===== src/rtl/muldiv_pkg.sv =====
// Shared types and Funct3 decode helpers for the RV32M multiply/divide unit.
package muldiv_pkg;

    typedef enum logic [1:0] {IDLE, CALC, FIX, DONE} muldiv_state_t;

    localparam logic [2:0] F3_MUL    = 3'b000;
    localparam logic [2:0] F3_MULH   = 3'b001;
    localparam logic [2:0] F3_MULHSU = 3'b010;
    localparam logic [2:0] F3_MULHU  = 3'b011;
    localparam logic [2:0] F3_DIV    = 3'b100;
    localparam logic [2:0] F3_DIVU   = 3'b101;
    localparam logic [2:0] F3_REM    = 3'b110;
    localparam logic [2:0] F3_REMU   = 3'b111;

    function automatic logic is_div(input logic [2:0] f3);
        return f3 inside {F3_DIV, F3_DIVU, F3_REM, F3_REMU};
    endfunction

    function automatic logic a_signed(input logic [2:0] f3);
        return f3 inside {F3_MULH, F3_MULHSU, F3_DIV, F3_REM};
    endfunction

    function automatic logic b_signed(input logic [2:0] f3);
        return f3 inside {F3_MULH, F3_DIV, F3_REM};
    endfunction

endpackage


===== src/rtl/muldiv_unit.sv =====
// Radix-2 RV32M mul/div: done 34 cycles after accept (2 for divide by zero).
// busy stalls EX until done; start while busy is dropped, flush aborts at once.
module muldiv_unit
    import muldiv_pkg::*;
#(
    parameter int WIDTH = 32
) (
    input  logic             clk,
    input  logic             reset,
    input  logic             start,
    input  logic             flush,
    input  logic [2:0]       Funct3,
    input  logic [WIDTH-1:0] SrcA,
    input  logic [WIDTH-1:0] SrcB,
    output logic             busy,
    output logic             done,
    output logic [WIDTH-1:0] Result
);

    localparam int CW = $clog2(WIDTH);

    muldiv_state_t      r_state, w_next;
    logic [CW-1:0]      r_count;
    logic [2:0]         r_f3;
    logic               r_sign_a, r_sign_b, r_dz;
    logic [WIDTH-1:0]   r_abs_a, r_abs_b, r_result;
    logic [2*WIDTH-1:0] r_prod;

    logic               w_accept, w_sign_a, w_sign_b, w_div0, w_neg;
    logic [WIDTH-1:0]   w_abs_a, w_abs_b, w_quot, w_rem, w_fix_result;
    logic [WIDTH:0]     w_sum, w_shift, w_diff;
    logic [2*WIDTH-1:0] w_step, w_prod_fix;

    always_comb begin
        w_next       = r_state;
        w_sign_a     = a_signed(Funct3) & SrcA[WIDTH-1];
        w_sign_b     = b_signed(Funct3) & SrcB[WIDTH-1];
        w_abs_a      = w_sign_a ? -SrcA : SrcA;
        w_abs_b      = w_sign_b ? -SrcB : SrcB;
        w_div0       = is_div(Funct3) && (SrcB == '0);
        w_accept     = (r_state == IDLE) && start && !flush;

        // Product register: multiplier shifts out of the low half while the
        // partial sum enters the top. Divide keeps remainder high, quotient low.
        w_sum        = {1'b0, r_prod[2*WIDTH-1:WIDTH]} + (r_prod[0] ? {1'b0, r_abs_a} : '0);
        w_shift      = {r_prod[2*WIDTH-1:WIDTH], r_prod[WIDTH-1]};
        w_diff       = w_shift - {1'b0, r_abs_b};
        if (!is_div(r_f3))
            w_step = {w_sum, r_prod[WIDTH-1:1]};
        else if (!w_diff[WIDTH])
            w_step = {w_diff[WIDTH-1:0], r_prod[WIDTH-2:0], 1'b1};
        else
            w_step = {w_shift[WIDTH-1:0], r_prod[WIDTH-2:0], 1'b0};

        w_neg        = r_sign_a ^ r_sign_b;
        w_prod_fix   = w_neg ? -r_prod : r_prod;
        w_quot       = r_dz ? '1 : (w_neg ? -r_prod[WIDTH-1:0] : r_prod[WIDTH-1:0]);
        // Divide by zero returns the dividend untouched: re-apply its sign.
        w_rem        = r_dz ? (r_sign_a ? -r_abs_a : r_abs_a)
                            : (r_sign_a ? -r_prod[2*WIDTH-1:WIDTH] : r_prod[2*WIDTH-1:WIDTH]);
        case (r_f3)
            F3_MUL:                       w_fix_result = w_prod_fix[WIDTH-1:0];
            F3_MULH, F3_MULHSU, F3_MULHU: w_fix_result = w_prod_fix[2*WIDTH-1:WIDTH];
            F3_DIV, F3_DIVU:              w_fix_result = w_quot;
            default:                      w_fix_result = w_rem;
        endcase

        case (r_state)
            IDLE:    if (start) w_next = w_div0 ? FIX : CALC;
            CALC:    if (r_count == CW'(WIDTH-1)) w_next = FIX;
            FIX:     w_next = DONE;
            default: w_next = IDLE;
        endcase
        if (flush)
            w_next = IDLE;
    end

    always_ff @(posedge clk or negedge reset) begin
        if (!reset) begin
            r_state <= IDLE;
            r_count <= '0;
        end else begin
            r_state <= w_next;
            if (w_accept)
                r_count <= '0;
            else if (r_state == CALC)
                r_count <= r_count + CW'(1);
        end
    end

    always_ff @(posedge clk or negedge reset) begin
        if (!reset) begin
            r_f3     <= '0;
            r_sign_a <= 1'b0;
            r_sign_b <= 1'b0;
            r_dz     <= 1'b0;
            r_abs_a  <= '0;
            r_abs_b  <= '0;
            r_prod   <= '0;
            r_result <= '0;
        end else begin
            if (w_accept) begin
                r_f3     <= Funct3;
                r_sign_a <= w_sign_a;
                r_sign_b <= w_sign_b;
                r_dz     <= w_div0;
                r_abs_a  <= w_abs_a;
                r_abs_b  <= w_abs_b;
                r_prod   <= is_div(Funct3) ? {{WIDTH{1'b0}}, w_abs_a} : {{WIDTH{1'b0}}, w_abs_b};
            end else if (r_state == CALC) begin
                r_prod   <= w_step;
            end
            if (r_state == FIX && !flush)
                r_result <= w_fix_result;
        end
    end

    assign busy   = (r_state != IDLE);
    assign done   = (r_state == DONE);
    assign Result = r_result;

endmodule

===== config.mk =====
export PLATFORM = sky130hd
export DESIGN_NAME = muldiv_unit
export DESIGN_NICKNAME = d
export VERILOG_FILES = /design/src/rtl/muldiv_pkg.sv /design/src/rtl/muldiv_unit.sv
export SDC_FILE = /design/constraint.sdc
export NUM_CORES = 1
export LEC_CHECK = 0
export ABC_AREA = 1
export BUFFER_PORTS_ARGS = -buffer_cell sky130_fd_sc_hd__buf_4
export CORE_MARGIN = 5
export CORE_UTILIZATION = 50
export DETAILED_ROUTE_END_ITERATION = 7
export PLACE_DENSITY = 0.67
export SKIP_CTS_REPAIR_TIMING = 1
export SKIP_LAST_GASP = 1
export SLEW_MARGIN = 20
export SYNTH_ARGS = -nofsm -noshare
export SYNTH_HDL_FRONTEND = slang
export SYNTH_SLANG_ARGS = --single-unit

===== constraint.sdc =====
create_clock -name clk -period 7.8 [get_ports clk]
set_input_delay 1.17 -clock clk [delete_from_list [all_inputs] [get_ports clk]]
set_output_delay 1.17 -clock clk [all_outputs]
set_load 0.005 [all_outputs]

==> results.py <==
metrics = {
    "final_layout": {
        "fill_cells": 4101,
        "antenna_cells": 0,
        "fin_nets": 3558,
        "fin_cells": 3941,
        "final_common_cell": "nand2_1",
        "drive_above_1_share": 0.0675,
        "utilization": 0.546,
        "final_cell_mix": "nand2_1 (1125), inv_1 (477), nand3_1 (343)",
        "area_delta_synth_final_pct": 8.70,
    },
    "critical_path": {
        "cp_max_fo": 34,
        "worst_setup_path_start_kind": "register",
        "crit_start": "r_sign_a",
        "worst-path-buf-inv": 3,
        "slowest_delay_ns": 1.09,
        "crit_slowest_cell": "clkinv_1",
        "critical_path_required_ns": 8.22,
        "worst_path_most_repeated_cell": "nand2_1",
        "cp-end-kind": "register",
        "critPathArrivalTime_ns": 4.70,
        "crit_chain": "inv_1 -> nand2_1 -> nand2_1 -> clkinv_1 -> buf_4 -> o21ai_0 -> nand3_1 -> a21oi_1 -> o21ai_1 -> nand2_1 -> nand2_1 -> nand2_1",
        "critPathKind": "register to register",
        "critical_path.top_delay_family": "buffers and inverters",
        "rr_startpoint": "r_sign_a",
    },
    "power": {
        "internal_power_uw": 3610,
        "comb_power_share": 0.693,
        "power_per_cell_area_mw_per_mm2": 429,
        "seqPwrFrac": 0.211,
        "switching_share": 0.598,
        "leakage_uw": 0.0109,
        "power.net_switching_uw": 5370,
        "power_frac_clock": 0.096,
        "ir_drop_mv": 0.379,
    },
    "synth": {
        "synthArstFlopShare": 1.00,
        "synth_warnings": 0,
        "synthFlopType": "dfrtp_1",
        "synth-edff-count": 0,
        "avgSynthCellArea_um2": 5.71,
        "synth_top_cell_by_area": "dfrtp_1",
        "yosys_register_bits": 173,
        "ys_types": 52,
        "synthesis.area_mm2": 0.0193,
        "syn-num-nets": 3524,
        "syn_inst": 3376,
        "synth-seq-area-share": 0.225,
        "synthTopCellsByArea": "dfrtp_1 (22%), nand2_1 (22%), inv_1 (9.3%), nand3_1 (8.9%), o21ai_0 (6.3%)",
        "synth_top_area_share": 0.225,
    },
    "detailed_routing": {
        "ant_nets": 0,
        "drt-total-wl_mm": 83.3,
        "post-route-drc-count": 0,
        "via_per_inst": 5.83,
        "drt-initial-drc-count": 2842,
        "dr.pass1.iters": 6,
        "vias": 22984,
        "wire_per_inst_um": 21.1,
    },
    "timing": {
        "fin_ws_ns": 3.51,
        "slew_viol_final": 0,
        "fin_tns_setup_ns": 0,
        "setup_viol": 0,
        "timing.fmax_ghz": 0.233,
        "min_period_over_period": 0.550,
        "hold_slack_ns": 0.473,
        "slew_headroom": 0.334,
        "worstMarginPinSlew_ns": 0.993,
        "rsz0062_at_grt": "no",
        "finalCriticalPeriod_ns": 4.29,
        "hold_violations": 0,
        "skew_ns": 0.0142,
    },
    "grt": {
        "grt_pass1_wl_mm": 124,
        "grt_use_met1": 0.542,
        "grt_util_met3": 0.0883,
        "top_usage_layer": "met2",
        "antenna_found_initial": 1,
        "grt.overflow.total": 0,
        "met2_usage": 0.543,
        "grt_util_all_layers": 0.385,
        "grt_pass1_vias": 20520,
        "grt_max_degree": 84,
    },
    "floorplanning": {
        "fp.dieW_um": 206,
        "dieArea_mm2": 0.0426,
        "start_util": 0.502,
        "rows": 72,
        "ios": 105,
        "fp.coreArea_mm2": 0.0384,
        "fp.dieH_um": 206,
    },
    "min_path": {
        "hold_class": "register to register",
        "min_from": "r_count[3]",
    },
    "clocking": {
        "cts.sinks": 173,
        "clock_latency_ns": 0.48,
        "clk_pin_slew_worst_paths_ns": 0.08,
        "numCtsBuffers": 17,
        "cts-root-buf": "clkbuf_16",
        "cts_tree": "built",
        "htree_levels": 4,
        "clock_path_buffers": 2,
    },
    "place": {
        "gp_congestion": 1.03,
        "placedCellCount": 3909,
        "io_buffers": 104,
        "dp_hpwl_mm": 66.8,
        "post-place-ws_ns": 3.33,
    },
    "run": {
        "max_cap_violations": 0,
    },
    "outcome": {
        "status": "finished clean",
    },
}
-- cell usage after synthesis, types with 10 or more instances --
master,number
nand2_1,1126
inv_1,480
nand3_1,344
nor2_1,298
o21ai_0,242
dfrtp_1,173
a21oi_1,167
ha_1,75
clkbuf_1,58
xor2_1,48
nand4_1,45
nor3_1,42
a31oi_1,25
xnor2_1,24
buf_2,22
o211ai_1,20
o21ai_1,19
buf_1,15
nand2_2,15
nand3b_1,14
inv_2,11
nor2_2,10
-- per-stage QoR --
stage	power [uW]	instance area (um2)
2_1_floorplan	5960	19300
3_3_place_gp	7800	20400
3_5_place_dp	7880	20400
4_1_cts	8770	20900
5_1_grt	9710	20900
6_report	8980	20900
-- registers in the layout, summed over array words and instances, names as in the netlist --
signal / count
r_abs_b: 32
r_sign_b: 1
r_count: 5
r_dz: 1
r_sign_a: 1
r_prod: 64
r_state: 2
Result: 32
r_f3: 3
r_abs_a: 32
-- routing by layer --
layer,vias to the layer above,part of all wire,wire length (um)
met4,0,0.064,5340
met3,229,0.11,9080
met5,-,0,0
met1,10553,0.42,35000
li1,10888,-,-
met2,1314,0.41,33900
-- worst reg2reg max path, delay by kind of cell, from the launching register on --
family / cells / cell delay (ns)
buffers and inverters: 3 / 1.84
AND/OR/NAND/NOR: 6 / 1.18
AO/OA/AOI/OAI: 3 / 0.66
flip-flops: 1 / 0.54
-- power by group through the flow --
stage | Sequential [uW] | Combinational [uW] | Clock (uW)
after floorplan | 1570 | 4390 | 0
after global placement | 1880 | 5920 | 0
after detailed placement | 1880 | 6000 | 0
after CTS | 1870 | 6030 | 871
after global routing | 1920 | 6890 | 903
final | 1900 | 6220 | 861
-- layout make-up --
| cell class | count | area [um2] | share of cell area |
|---|---|---|---|
| multi-input combinational | 2603 | 12600 | 0.603 |
| sequential | 173 | 4330 | 0.207 |
| inverter | 494 | 1860 | 0.0886 |
| timing repair buffer | 121 | 916 | 0.0437 |
| tap | 518 | 648 | 0.0309 |
| clock buffer | 18 | 439 | 0.0210 |
| clock inverter | 14 | 126 | 0.00603 |
-- cells by family (layout without fill, tap and decap cells) --
| logic type | after synthesis | in the layout | share of synthesized area |
|---|---|---|---|
| AOI/OAI and AO/OA | 520 | 520 | 0.146 |
| DFF | 173 | 173 | 0.225 |
| xor gates and xnor gates | 72 | 72 | 0.0327 |
| adders and majority gates | 77 | 77 | 0.0508 |
| and+or+nand+nor | 1934 | 1934 | 0.425 |
| buffers and inverters | 600 | 647 | 0.121 |
-- worst paths after layout --
kind,endpoint,slack [ns],cells after the start
max,Result[16],3.51,12
min,r_count[3],0.47,1
max reg2reg,Result[16],3.51,12
min reg2reg,r_count[3],0.47,1
max in group asynchronous,r_f3[2],6.07,2
min in group asynchronous,r_prod[60],0.59,1
(Power assumes the default switching activity.)
